## src/rtl/sspm_pkg.sv

```systemverilog
`default_nettype none
// sspm_pkg: OCP command/response encodings, default sizing and the pending-request
// record shared by the SSPM TDM scheduler and its per-core request buffers.
package sspm_pkg;

  localparam int DEFAULT_CORES  = 3;
  localparam int DEFAULT_ADDR_W = 10;

  localparam logic [2:0] CMD_IDLE = 3'd0;
  localparam logic [2:0] CMD_WR   = 3'd1;
  localparam logic [2:0] CMD_RD   = 3'd2;

  localparam logic [1:0] RESP_NULL = 2'd0;
  localparam logic [1:0] RESP_DVA  = 2'd1;

  typedef enum logic {
    PH_ISSUE = 1'b0,
    PH_RESP  = 1'b1
  } phase_t;

  typedef struct packed {
    logic        valid;
    logic [2:0]  cmd;
    logic [31:0] addr;
    logic [31:0] data;
    logic [3:0]  byteen;
  } req_t;

endpackage
`default_nettype wire

```

## src/rtl/sspm_req_buffer.sv

```systemverilog
`default_nettype none
// sspm_req_buffer: holds one core's outstanding OCP request until its TDM response
// cycle, and raises a sticky flag on dropped or malformed commands.
module sspm_req_buffer
  import sspm_pkg::*;
(
  input  logic        clk,
  input  logic        reset,
  input  logic [2:0]  cmd,
  input  logic [31:0] addr,
  input  logic [31:0] data,
  input  logic [3:0]  byteen,
  input  logic        clear,
  output req_t        req,
  output logic        ovf
);

  logic valid_cmd;
  logic bad_cmd;
  logic accept;

  // The response cycle frees the slot, so a new request may reload it in that same cycle.
  always_comb begin
    valid_cmd = (cmd == CMD_WR) || (cmd == CMD_RD);
    bad_cmd   = (cmd != CMD_IDLE) && !valid_cmd;
    accept    = !req.valid || clear;
  end

  always_ff @(posedge clk) begin
    if (reset) begin
      req <= '0;
      ovf <= 1'b0;
    end else begin
      if (valid_cmd && accept) begin
        req <= '{valid: 1'b1, cmd: cmd, addr: addr, data: data, byteen: byteen};
      end else if (clear) begin
        req <= '0;
      end
      if (bad_cmd || (valid_cmd && !accept)) begin
        ovf <= 1'b1;
      end
    end
  end

endmodule
`default_nettype wire

```

## src/rtl/sspm_tdm_scheduler.sv

```systemverilog
`default_nettype none
// sspm_tdm_scheduler: fixed round-robin TDM arbitration of CORES OCP requesters onto
// one SSPM bank; each core owns a 2-cycle slot (issue, response) every round.
module sspm_tdm_scheduler
  import sspm_pkg::*;
#(
  parameter  int CORES  = DEFAULT_CORES,
  parameter  int ADDR_W = DEFAULT_ADDR_W,
  localparam int OWN_W  = (CORES > 1) ? $clog2(CORES) : 1
) (
  input  logic                  clk,
  input  logic                  reset,
  input  logic [3*CORES-1:0]    io_m_cmd,
  input  logic [32*CORES-1:0]   io_m_addr,
  input  logic [32*CORES-1:0]   io_m_data,
  input  logic [4*CORES-1:0]    io_m_byteen,
  output logic [2*CORES-1:0]    io_s_resp,
  output logic [32*CORES-1:0]   io_s_data,
  output logic [ADDR_W-1:0]     io_mem_addr,
  output logic [31:0]           io_mem_wr_data,
  output logic [3:0]            io_mem_byteen,
  output logic                  io_mem_wr_en,
  output logic                  io_mem_rd_en,
  input  logic [31:0]           io_mem_rd_data,
  output logic [OWN_W-1:0]      io_slot_owner,
  output logic [CORES-1:0]      io_ovf
);

  phase_t           phase_q, phase_d;
  logic [OWN_W-1:0] owner_q, owner_d;
  logic             issued_q, issued_d;
  req_t             pend [CORES];
  req_t             own_req;
  logic [CORES-1:0] clear;
  logic             issue;
  logic             respond;
  logic             unused_addr_bits;

  for (genvar i = 0; i < CORES; i++) begin : g_core
    sspm_req_buffer u_buf (
      .clk    (clk),
      .reset  (reset),
      .cmd    (io_m_cmd[3*i +: 3]),
      .addr   (io_m_addr[32*i +: 32]),
      .data   (io_m_data[32*i +: 32]),
      .byteen (io_m_byteen[4*i +: 4]),
      .clear  (clear[i]),
      .req    (pend[i]),
      .ovf    (io_ovf[i])
    );
  end

  always_ff @(posedge clk) begin
    if (reset) begin
      phase_q  <= PH_ISSUE;
      owner_q  <= '0;
      issued_q <= 1'b0;
    end else begin
      phase_q  <= phase_d;
      owner_q  <= owner_d;
      issued_q <= issued_d;
    end
  end

  // The slot advances regardless of traffic; issued_q remembers whether phase 0 used it.
  always_comb begin
    phase_d  = phase_q;
    owner_d  = owner_q;
    issued_d = 1'b0;
    if (phase_q == PH_ISSUE) begin
      phase_d  = PH_RESP;
      issued_d = own_req.valid;
    end else begin
      phase_d = PH_ISSUE;
      owner_d = (owner_q == OWN_W'(CORES - 1)) ? '0 : owner_q + 1'b1;
    end
  end

  always_comb begin
    own_req = '0;
    for (int i = 0; i < CORES; i++) begin
      if (owner_q == i[OWN_W-1:0]) own_req = pend[i];
    end
  end

  always_comb begin
    issue          = !reset && (phase_q == PH_ISSUE) && own_req.valid;
    respond        = !reset && (phase_q == PH_RESP) && issued_q;
    io_mem_addr    = '0;
    io_mem_wr_data = '0;
    io_mem_byteen  = '0;
    io_mem_wr_en   = 1'b0;
    io_mem_rd_en   = 1'b0;
    if (issue) begin
      io_mem_addr    = own_req.addr[ADDR_W+1:2];
      io_mem_wr_data = own_req.data;
      io_mem_byteen  = own_req.byteen;
      io_mem_wr_en   = (own_req.cmd == CMD_WR);
      io_mem_rd_en   = (own_req.cmd == CMD_RD);
    end
    io_s_resp = '0;
    io_s_data = '0;
    clear     = '0;
    for (int i = 0; i < CORES; i++) begin
      if (respond && (owner_q == i[OWN_W-1:0])) begin
        clear[i]             = 1'b1;
        io_s_resp[2*i +: 2]  = RESP_DVA;
        if (pend[i].cmd == CMD_RD) io_s_data[32*i +: 32] = io_mem_rd_data;
      end
    end
  end

  assign io_slot_owner    = owner_q;
  assign unused_addr_bits = ^{own_req.addr[31:ADDR_W+2], own_req.addr[1:0]};

endmodule
`default_nettype wire

```

## config.mk

```make
export PLATFORM = sky130hd
export DESIGN_NAME = sspm_tdm_scheduler
export DESIGN_NICKNAME = d
export VERILOG_FILES = /design/src/rtl/sspm_pkg.sv /design/src/rtl/sspm_req_buffer.sv /design/src/rtl/sspm_tdm_scheduler.sv
export SDC_FILE = /design/constraint.sdc
export NUM_CORES = 1
export LEC_CHECK = 0
export ABC_AREA = 1
export BUFFER_PORTS_ARGS = -buffer_cell sky130_fd_sc_hd__buf_2
export CORE_AREA = 2 2 158 160
export CTS_BUF_LIST = sky130_fd_sc_hd__clkbuf_4 sky130_fd_sc_hd__clkbuf_8
export CTS_CLUSTER_DIAMETER = 30
export DETAILED_ROUTE_END_ITERATION = 16
export DIE_AREA = 0 0 160 162
export PLACE_DENSITY = 0.71
export SYNTH_ARGS = -nofsm -noshare
export SYNTH_HDL_FRONTEND = slang
export SYNTH_HIERARCHICAL = 1
export SYNTH_SLANG_ARGS = --single-unit
```

## constraint.sdc

```tcl
create_clock -name clk -period 4.38 [get_ports clk]
set_input_delay 0.876 -clock clk [delete_from_list [all_inputs] [get_ports clk]]
set_output_delay 0.876 -clock clk [all_outputs]
set_load 0.02 [all_outputs]
```

==> results by group, run 1 <==
Synthesis
  • Synthesized area: between 0.008 and 0.009 mm²
  • Cells after Synth: approximately 1200
  • Ys Warns: 6
  • Avg Inst Size Synth: between 6 and 7 µm²

Cells and area
  • Fill cell count: roughly 2600
  • Final instance area: 0.0100 mm²
  • Commonest cells after routing, fill and taps aside: 331 x buf_2, 301 x nand3_1, 196 x a21oi_1
  • Layout cells sized above 1: about 28%
  • Commonest non-fill, non-tap cell in the layout: buf_2
  • Final Util: 41.5%
  • Layout Nets: 1672
  • Area growth, synth to finish: 24.7%

Run status
  • Outcome: complete, no violations

Clock network
  • Root Buffer Master: clkbuf_8
  • Worst-Skew Late Latency: ~0.45 ns
  • Worst-path clk slew: around 0.090 ns
  • CTS max path bufs: 2
  • CTS tree: done
  • Post-CTS Resized: 0
  • Setup bufs post-CTS: 0
  • CTS H-tree lvls: 4
  • CTS Hold Bufs: 0
  • TritonCTS Buffers: 17
  • Clk sink count: ~160

Floorplan
  • Die width: 160 µm
  • Initial Util: roughly a third
  • DIE HEIGHT: 162 µm
  • Ports: approximately 400
  • Count of standard-cell rows: between 50 and 60
  • Die ar.: around 0.026 mm²
  • CORE AREA: about 0.024 mm²

Critical path
  • Crit end category: output pin
  • CP Max Fanout: 47
  • Worst reg2reg setup slack: 1.06 ns
  • Crit Path Category: reg -> out
  • Element type at the critical path start: flop
  • Critical path required time: roughly 3.5 ns
  • R2R Path Start: io_slot_owner[1]
  • Worst EP arrival: 2.90 ns
  • R2R depth: 9
  • FF-to-FF End: g_core[1].u_buf/req[32]

Global routing
  • Vias in the first global route: between 8000 and 9000
  • Grt ovf: 0
  • Largest net degree at the start of global routing: 86
  • Total GRT Usage: ~23%
  • Initial antenna violation count: 3
  • First-pass GRT wire length: between 40000 and 50000 µm

Power and ir drop
  • PD cells: 329 mW/mm²
  • Total Power: around 3.3 mW
  • Leak: 4.50 nW
  • Max rail drop VDD: around 0.00015 V

STA
  • Tcrit/Tclk final: 86.3%
  • Final Max Tran Viols: 0
  • Max Clk Rate: about 260 MHz
  • Worst-Margin Slew: 1.35 ns
  • Period minus WS final: between 3 and 4 ns
  • Setup Total Neg Slack: 0 ns
  • Layout Skew: between 0.015 and 0.02 ns
  • Final setup viols: 0
  • Slew margin rel.: under 10%
  • Hold Slack: around 0.47 ns
  • RSZ-0062 raised after global routing: false
  • Final Hold Violating Endpoints: 0

Route
  • Iter 0 DRT Violations: about 770
  • Vias: 9232
  • Final WL: between 30000 and 40000 µm
  • WL/cell: 17.2 µm
  • DRT Pass-1 Iters: 5
  • Residual DRC: 0
  • Final antenna-violating net count: 0
  • Vias per cell: 5.23

Hold path
  • Hold Path Origin: g_core[0].u_buf/req[70]
  • WHS Endpoint: g_core[0].u_buf/req[70]
  • Class of the worst hold path: reg -> reg
  • Hold depth: 2

Placement
  • Dpl cell area: 0.00956 mm²
  • Post-DP HPWL: approximately 20000 µm
  • IO buf count: between 300 and 400
  • Routability congestion estimate: around 0.85

Job
  • Max_cap viols: 0
[worst max-delay path by stage]
stage | start | end | slack [ns] | cells after the start
floorplan | reset | io_s_data[22] | 1.58 | 6
global placement | reset | g_core[1].u_buf/req[22] | 0.71 | 12
detailed placement | reset | g_core[1].u_buf/req[0] | 0.64 | 12
CTS | io_slot_owner[1] | io_mem_wr_data[21] | 0.53 | 6
global route | io_slot_owner[1] | io_mem_wr_data[21] | 0.33 | 6
finish | io_slot_owner[1] | io_mem_wr_data[21] | 0.60 | 6
[power breakdown]
group	internal [mW]	switching, mW	total [mW]
clock network	0.540	0.644	1.18
registers	1.51	0.0452	1.55
logic	0.179	0.368	0.547
[per-stage QoR]
step                      instances  setup slack [ns]
final                          1764             0.599
after detailed placement       1730             0.645
after floorplan                1204              1.58
after CTS                      1762             0.532
after global routing           1762             0.334
after global placement         1730             0.711
[worst max-delay path, cell delays in order, from the launching register on]
cell and delay, ns:
dfxtp_1 0.45, nor2_4 0.56, nand2_1 0.12, nand3_1 0.14, nand2_2 0.58, nor2_1 0.38
buf_2 0.21
[flip-flops by register name (all words and copies together), names as in the netlist]
| signal | count |
|---|---|
| phase_q | 1 |
| g_core.u_buf/req | 150 |
| io_slot_owner | 2 |
| issued_q | 1 |
| g_core.u_buf/ovf | 3 |
[routing by layer]
layer,track usage (%),vias to the layer above,routed length (µm)
met3,5.49,29,2480
met5,0,-,0
met4,5.69,0,375
met1,29.8,4311,13100
met2,38.4,411,14400
li1,-,4481,-
[area by class of cell]
class                           count  area [µm²]  share of cell area (%)
Antenna cell                        2        5.00                  0.0501
Clock buffer                       17         234                    2.34
Clock inverter                     15         196                    1.96
Inverter                           56         210                    2.10
Multi-Input combinational cell    842        4000                    40.0
Sequential cell                   157        3140                    31.4
Tap cell                          324         405                    4.05
Timing Repair Buffer              351        1810                    18.1
Power figures use the tool's default switching activity.
==> inputs of run 2 (changes only) <==
--- a/config.mk
+++ b/config.mk
@@ -8,7 +8,6 @@
 export ABC_AREA = 1
 export BUFFER_PORTS_ARGS = -buffer_cell sky130_fd_sc_hd__buf_2
 export CORE_AREA = 2 2 158 160
-export CTS_BUF_LIST = sky130_fd_sc_hd__clkbuf_4 sky130_fd_sc_hd__clkbuf_8
 export CTS_CLUSTER_DIAMETER = 30
 export DETAILED_ROUTE_END_ITERATION = 16
 export DIE_AREA = 0 0 160 162
==> constraint.sdc (replaced) <==
create_clock -name clk -period 4.4 [get_ports clk]
set_input_delay 0.88 -clock clk [delete_from_list [all_inputs] [get_ports clk]]
set_output_delay 0.88 -clock clk [all_outputs]
set_load 0.02 [all_outputs]
==> results by group, run 2 (synthesis results as in run 1) <==
STA
  • Max Clk Rate: 260 MHz
  • Tcrit/Tclk final: around 87%
  • Slew margin rel.: 11.7% (+1.8 points)
  • RSZ-0062 raised after global routing: false
  • Setup Total Neg Slack: 0 ns (unchanged)
  • Final Hold Violating Endpoints: 0 (unchanged)
  • Worst-Margin Slew: 1.32 ns (-0.0267 ns)
  • Worst Setup Slack, final: 0.553 ns (-0.0464 ns)
  • Period minus WS final: ~3.8 ns
  • Layout Skew: 0.0113 ns (-0.00701 ns)
  • Final setup viols: 0 (unchanged)
  • Final Max Tran Viols: 0 (unchanged)

Power and ir drop
  • Max rail drop VDD: 0.000217 V (+45%)
  • Sw frac: 30.8% (-1.4 points)
  • PD cells: 354 mW/mm² (+7.7%)
  • Int Pwr: 2.49 mW (+12%)
  • Clock power share: 41.8% (+5.7 points)
  • Net switching power: 1.11 mW (+4.7%)
  • Sequential power share: 43.0% (-4.3 points)
  • Combinational group share of total power: 15.2% (-1.5 points)
  • Leak: 4.57 nW (+1.6%)
  • Total Power: 3.60 mW (+9.5%)

Floorplan
  • Count of standard-cell rows: 57 (unchanged)
  • Die width: 160 µm (unchanged)
  • DIE HEIGHT: 162 µm (unchanged)
  • CORE AREA: 0.0241 mm² (unchanged)
  • Ports: 402 (unchanged)
  • Initial Util: 33.3% (unchanged)
  • Die ar.: 0.0259 mm² (unchanged)

Global routing
  • Grt ovf: 0 (unchanged)
  • Total GRT Usage: 22.6% (-0.31 points)
  • Initial antenna violation count: 4 (+1)
  • First-pass GRT wire length: 46700 µm (-1.3%)
  • Largest net degree at the start of global routing: 86 (unchanged)
  • Vias in the first global route: 8573 (-1.7%)

Critical path
  • Crit Path Category: reg -> out
  • CP Cell Sequence: inv_2 > nor2_4 > nand2_1 > nor3_1 > buf_2
  • Delay-heaviest family, CP: simple AND/OR/NAND/NOR gates
  • Critical path required time: 3.52 ns (+0.02 ns)
  • Worst EP arrival: 2.97 ns (+0.07 ns)
  • Slowest stage cell on the critical path: nand2_1
  • CP bufs+invs: 2 (+1)
  • CP max stage delay: 0.74 ns (+0.16 ns)
  • CP Max Fanout: 33 (-30%)
  • Element type at the critical path start: flop
  • Crit end category: output pin
  • Worst reg2reg setup slack: 1.15 ns (+0.09 ns)

Cells and area
  • Max reg flops: 150 (unchanged)
  • Commonest non-fill, non-tap cell in the layout: buf_2
  • Final instance area: 0.0102 mm² (+1.7%)
  • Area growth, synth to finish: 26.8%
  • Largest Register: g_core.u_buf/req
  • Final Util: 42.2% (+0.71 points)
  • Layout cells sized above 1: 28.1% (unchanged)
  • Layout Nets: 1672 (unchanged)
  • Commonest cells after routing, fill and taps aside: 331 x buf_2, 301 x nand3_1, 196 x a21oi_1

Placement
  • Dpl cell area: 0.00956 mm² (unchanged)
  • IO buf count: 332 (unchanged)
  • Post-DP HPWL: 19900 µm (-0.77%)
  • Routability congestion estimate: 0.843 (-1.1%)
  • Post-place setup slack: 0.738 ns (+0.0937 ns)

Clock network
  • Post-CTS Resized: 0 (unchanged)
  • Worst-Skew Late Latency: 0.42 ns (-0.03 ns)
  • Root Buffer Master: clkbuf_16
  • CTS H-tree lvls: 4 (unchanged)
  • Clk sink count: 157 (unchanged)
  • Setup bufs post-CTS: 0 (unchanged)
  • CTS Hold Bufs: 0 (unchanged)
  • CTS tree: done
  • CTS max path bufs: 2 (unchanged)
  • Worst-path clk slew: 0.07 ns (-0.02 ns)
  • TritonCTS Buffers: 17 (unchanged)

Run status
  • Outcome: complete, no violations

Route
  • Residual DRC: 0 (unchanged)
  • WL/cell: 17.4 µm (+0.83%)
  • Vias per cell: 5.27 (+0.64%)
  • Iter 0 DRT Violations: 826 (+7.1%)
  • DRT Pass-1 Iters: 5 (unchanged)
  • Vias: 9291 (+0.64%)
  • Final WL: 30600 µm (+0.83%)
  • Final antenna-violating net count: 0 (unchanged)

Job
  • Max_cap viols: 0 (unchanged)

Hold path
  • Class of the worst hold path: reg -> reg
## run 2: worst min-delay path, cell delays in order (launching register included)
cell     delay, ns
dfxtp_1       0.31
nand3_1       0.08
nor2_1        0.04
## run 2: power by group through the flow
stage	clock network, mW	logic (mW)	registers, mW
global route	1.60	0.601	1.56
finish	1.50	0.546	1.55
global placement	0	0.536	1.57
CTS	1.53	0.543	1.54
floorplan	0	0.359	1.57
detailed placement	0	0.541	1.58
## run 2: layer usage
layer  GRT usage (%)  vias to the layer above  routed length [µm]
met5               0                        -                  27
met4            5.77                        4                 354
met3            5.41                       30                2540
met2            37.6                      438               14400
met1            29.6                     4338               13200
li1                -                     4481                   -
## run 2: area by class of cell
class | count | area [µm²]
Tap cell | 324 | 405
Timing Repair Buffer | 351 | 1810
Inverter | 56 | 210
Fill cell | 2588 | 13900
Antenna cell | 2 | 5.00
Multi-Input combinational cell | 842 | 4000
Clock buffer | 17 | 425
Sequential cell | 157 | 3140
Clock inverter | 15 | 176
## run 2: path summary, 6_finish.rpt
| check | depth (start not counted) | startpoint | to |
|---|---|---|---|
| worst max-delay path | 5 | io_slot_owner[1] | io_s_data[93] |
| worst min-delay path | 2 | g_core[0].u_buf/req[70] | g_core[0].u_buf/req[70] |
| worst max register to register | 9 | io_slot_owner[1] | g_core[2].u_buf/req[13] |
| worst min register to register | 2 | g_core[0].u_buf/req[70] | g_core[0].u_buf/req[70] |
## run 2: per-stage QoR
stage | cells | hold slack (ns)
2_1_floorplan | 1204 | 0.425
3_3_place_gp | 1730 | 0.447
3_5_place_dp | 1730 | 0.454
4_1_cts | 1762 | 0.465
5_1_grt | 1762 | 0.496
6_report | 1764 | 0.464
==> inputs of run 3 (changes only) <==
--- a/config.mk
+++ b/config.mk
@@ -12,6 +12,7 @@
 export DETAILED_ROUTE_END_ITERATION = 16
 export DIE_AREA = 0 0 160 162
 export PLACE_DENSITY = 0.71
+export SLEW_MARGIN = 20
 export SYNTH_ARGS = -nofsm -noshare
 export SYNTH_HDL_FRONTEND = slang
 export SYNTH_HIERARCHICAL = 1
==> constraint.sdc (replaced) <==
create_clock -name clk -period 4.4 [get_ports clk]
set_input_delay 0 -clock clk [delete_from_list [all_inputs] [get_ports clk]]
set_output_delay 0 -clock clk [all_outputs]
set_load 0.02 [all_outputs]
==> results by group, run 3 (synthesis results as in run 1) <==
Cells and area
  • Area growth, synth to finish: 45.9%
  • Largest Register: g_core.u_buf/req
  • Layout Nets: 1821 (+8.9%)
  • Layout cells sized above 1: 25.5% (-2.6 points)
  • Fill cell count: 2331 (-9.9%)
  • Commonest non-fill, non-tap cell in the layout: buf_2
  • Max reg flops: 150 (unchanged)
  • Commonest cells after routing, fill and taps aside: 331 x buf_2, 300 x nand3_1, 196 x a21oi_1

Critical path
  • CP max stage delay: 0.61 ns (-0.13 ns)
  • FF-to-FF End: g_core[2].u_buf/req[15]
  • R2R depth: 11 (+2)
  • Crit end category: output pin
  • CP bufs+invs: 2 (unchanged)
  • CP Cell Sequence: nor2_4 > buf_4 > nand2_1 > nand3_1 > nand2_2 > nor2_1 > buf_2
  • Crit Path Category: reg -> out
  • CP Max Fanout: 49 (+48%)
  • Element type at the critical path start: flop
  • Worst reg2reg setup slack: 1.54 ns (+0.39 ns)
  • R2R Path Start: io_slot_owner[1]
  • Slowest stage cell on the critical path: nand2_2
  • Delay-heaviest family, CP: simple AND/OR/NAND/NOR gates
  • Worst EP arrival: 2.97 ns (about the same)
  • Critical path required time: 4.40 ns (+0.88 ns)

Clock network
  • Root Buffer Master: clkbuf_16
  • CTS max path bufs: 2 (unchanged)
  • Worst-path clk slew: 0.06 ns (about the same)
  • CTS tree: done
  • CTS H-tree lvls: 4 (unchanged)
  • Setup bufs post-CTS: 0 (unchanged)
  • TritonCTS Buffers: 17 (unchanged)
  • Worst-Skew Late Latency: 0.42 ns (about the same)
  • Clk sink count: 157 (unchanged)
  • Post-CTS Resized: 0 (unchanged)

STA
  • Final Hold Violating Endpoints: 0 (unchanged)
  • Layout Skew: 0.0140 ns (+0.00265 ns)
  • Final setup viols: 0 (unchanged)
  • Period minus WS final: 2.97 ns (-0.876 ns)
  • Worst-Margin Slew: 1.06 ns (-0.262 ns)
  • Tcrit/Tclk final: 67.5% (-20 points)
  • Final Max Tran Viols: 0 (unchanged)
  • Slew margin rel.: 29.2% (+17 points)
  • Setup Total Neg Slack: 0 ns (unchanged)
  • RSZ-0062 raised after global routing: false
  • Max Clk Rate: 337 MHz (+29%)

Hold path
  • Hold depth: 2 (unchanged)
  • Class of the worst hold path: in -> reg
  • WHS Endpoint: g_core[2].u_buf/req[70]
  • Hold Path Origin: reset

Route
  • Residual DRC: 0 (unchanged)
  • Final antenna-violating net count: 0 (unchanged)
  • Iter 0 DRT Violations: 979 (+19%)
  • WL/cell: 17.2 µm (-0.93%)
  • Vias: 10200 (+9.7%)
  • Vias per cell: 5.33 (+1.2%)
  • Final WL: 32900 µm (+7.4%)
  • DRT Pass-1 Iters: 8 (+3)

Floorplan
  • Count of standard-cell rows: 57 (unchanged)
  • Die width: 160 µm (unchanged)
  • CORE AREA: 0.0241 mm² (unchanged)
  • DIE HEIGHT: 162 µm (unchanged)
  • Die ar.: 0.0259 mm² (unchanged)
  • Ports: 402 (unchanged)
  • Initial Util: 33.3% (unchanged)

Power and ir drop
  • Total Power: 3.76 mW (+4.5%)
  • Leak: 5.19 nW (+14%)
  • PD cells: 321 mW/mm² (-9.1%)
  • Net switching power: 1.08 mW (-2.1%)
  • Combinational group share of total power: 17.5% (+2.3 points)
  • Max rail drop VDD: 0.000186 V (-15%)
  • Clock power share: 41.3% (-0.5 points)
  • Sw frac: 28.8% (-1.9 points)
  • Sequential power share: 41.2% (-1.8 points)
  • Int Pwr: 2.68 mW (+7.4%)

Placement
  • IO buf count: 332 (unchanged)
  • Post-DP HPWL: 19500 µm (-1.8%)
  • Routability congestion estimate: 0.854 (+1.3%)

Run status
  • Outcome: complete, no violations

Global routing
  • Largest net degree at the start of global routing: 85 (-1.2%)
  • Grt ovf: 0 (unchanged)
  • First-pass GRT wire length: 51900 µm (+11%)
  • Total GRT Usage: 24.7% (+2.1 points)
  • Vias in the first global route: 10100 (+18%)
  • Initial antenna violation count: 1 (-3)

Job
  • Max_cap viols: 0 (unchanged)
[run 3: cell count changes in the layout (fill, tap and decap cells not counted), sizes merged]
cell,change
bufinv,+2
dlygate4sd3,+148
clkinvlp,+2
diode,-1
clkinv,-6
clkbuf,+2
buf,+1
[run 3: per-stage QoR]
step                utilization, %  area, µm²  setup slack [ns]  hold slack [ns]  instances
floorplan                        -       8030              2.28            0.101       1204
global placement              39.6       9560              1.47            0.275       1729
detailed placement            39.8       9600              1.52            0.279       1731
CTS                           48.5      11700              1.43            0.126       1911
global route                  48.5      11700              1.25            0.159       1911
finish                        48.5      11700              1.43            0.149       1912
[run 3: final cells by class]
cell class | instances | area (µm²) | share of cell area, %
Timing Repair Buffer | 500 | 3300 | 28.2
Multi-Input combinational cell | 842 | 4020 | 34.4
Clock buffer | 19 | 433 | 3.70
Antenna cell | 1 | 2.50 | 0.0214
Tap cell | 324 | 405 | 3.47
Inverter | 56 | 210 | 1.80
Clock inverter | 13 | 178 | 1.52
Sequential cell | 157 | 3140 | 26.9
[run 3: metal layers]
metal  global-route usage (%)  part of all wire, %  vias to the layer above
li1                         -                    -                     4782
met1                     30.2                   41                     4743
met2                     42.9                   48                      587
met3                     5.57                  8.0                       76
met4                     8.80                  2.4                        0
met5                        0                    0                        -
[run 3: power by group through the flow]
stage	registers, mW	clock network, mW	logic, mW
final	1.55	1.55	0.657
after global routing	1.56	1.65	0.717
after CTS	1.55	1.59	0.644
after detailed placement	1.58	0	0.540
after global placement	1.57	0	0.531
after floorplan	1.57	0	0.359
[run 3: what timing repair did]
| item | 4_1_cts | 5_1_grt |
|---|---|---|
| endpoints found under the hold margin | 147 | 0 |
| endpoints found under the setup margin | 0 | 0 |
| hold buffers | 148 | 0 |
[run 3: worst max-delay path by stage]
stage                startpoint                 endpoint  slack, ns  depth (start not counted)
2_1_floorplan  io_slot_owner[0]  g_core[1].u_buf/req[15]       2.28                         10
3_3_place_gp              reset  g_core[0].u_buf/req[70]       1.47                         13
3_5_place_dp              reset  g_core[2].u_buf/req[19]       1.52                         13
4_1_cts        io_slot_owner[1]       io_mem_wr_data[14]       1.43                          7
5_1_grt        io_slot_owner[1]           io_mem_addr[0]       1.25                          7
6_report       io_slot_owner[1]       io_mem_wr_data[14]       1.43                          7
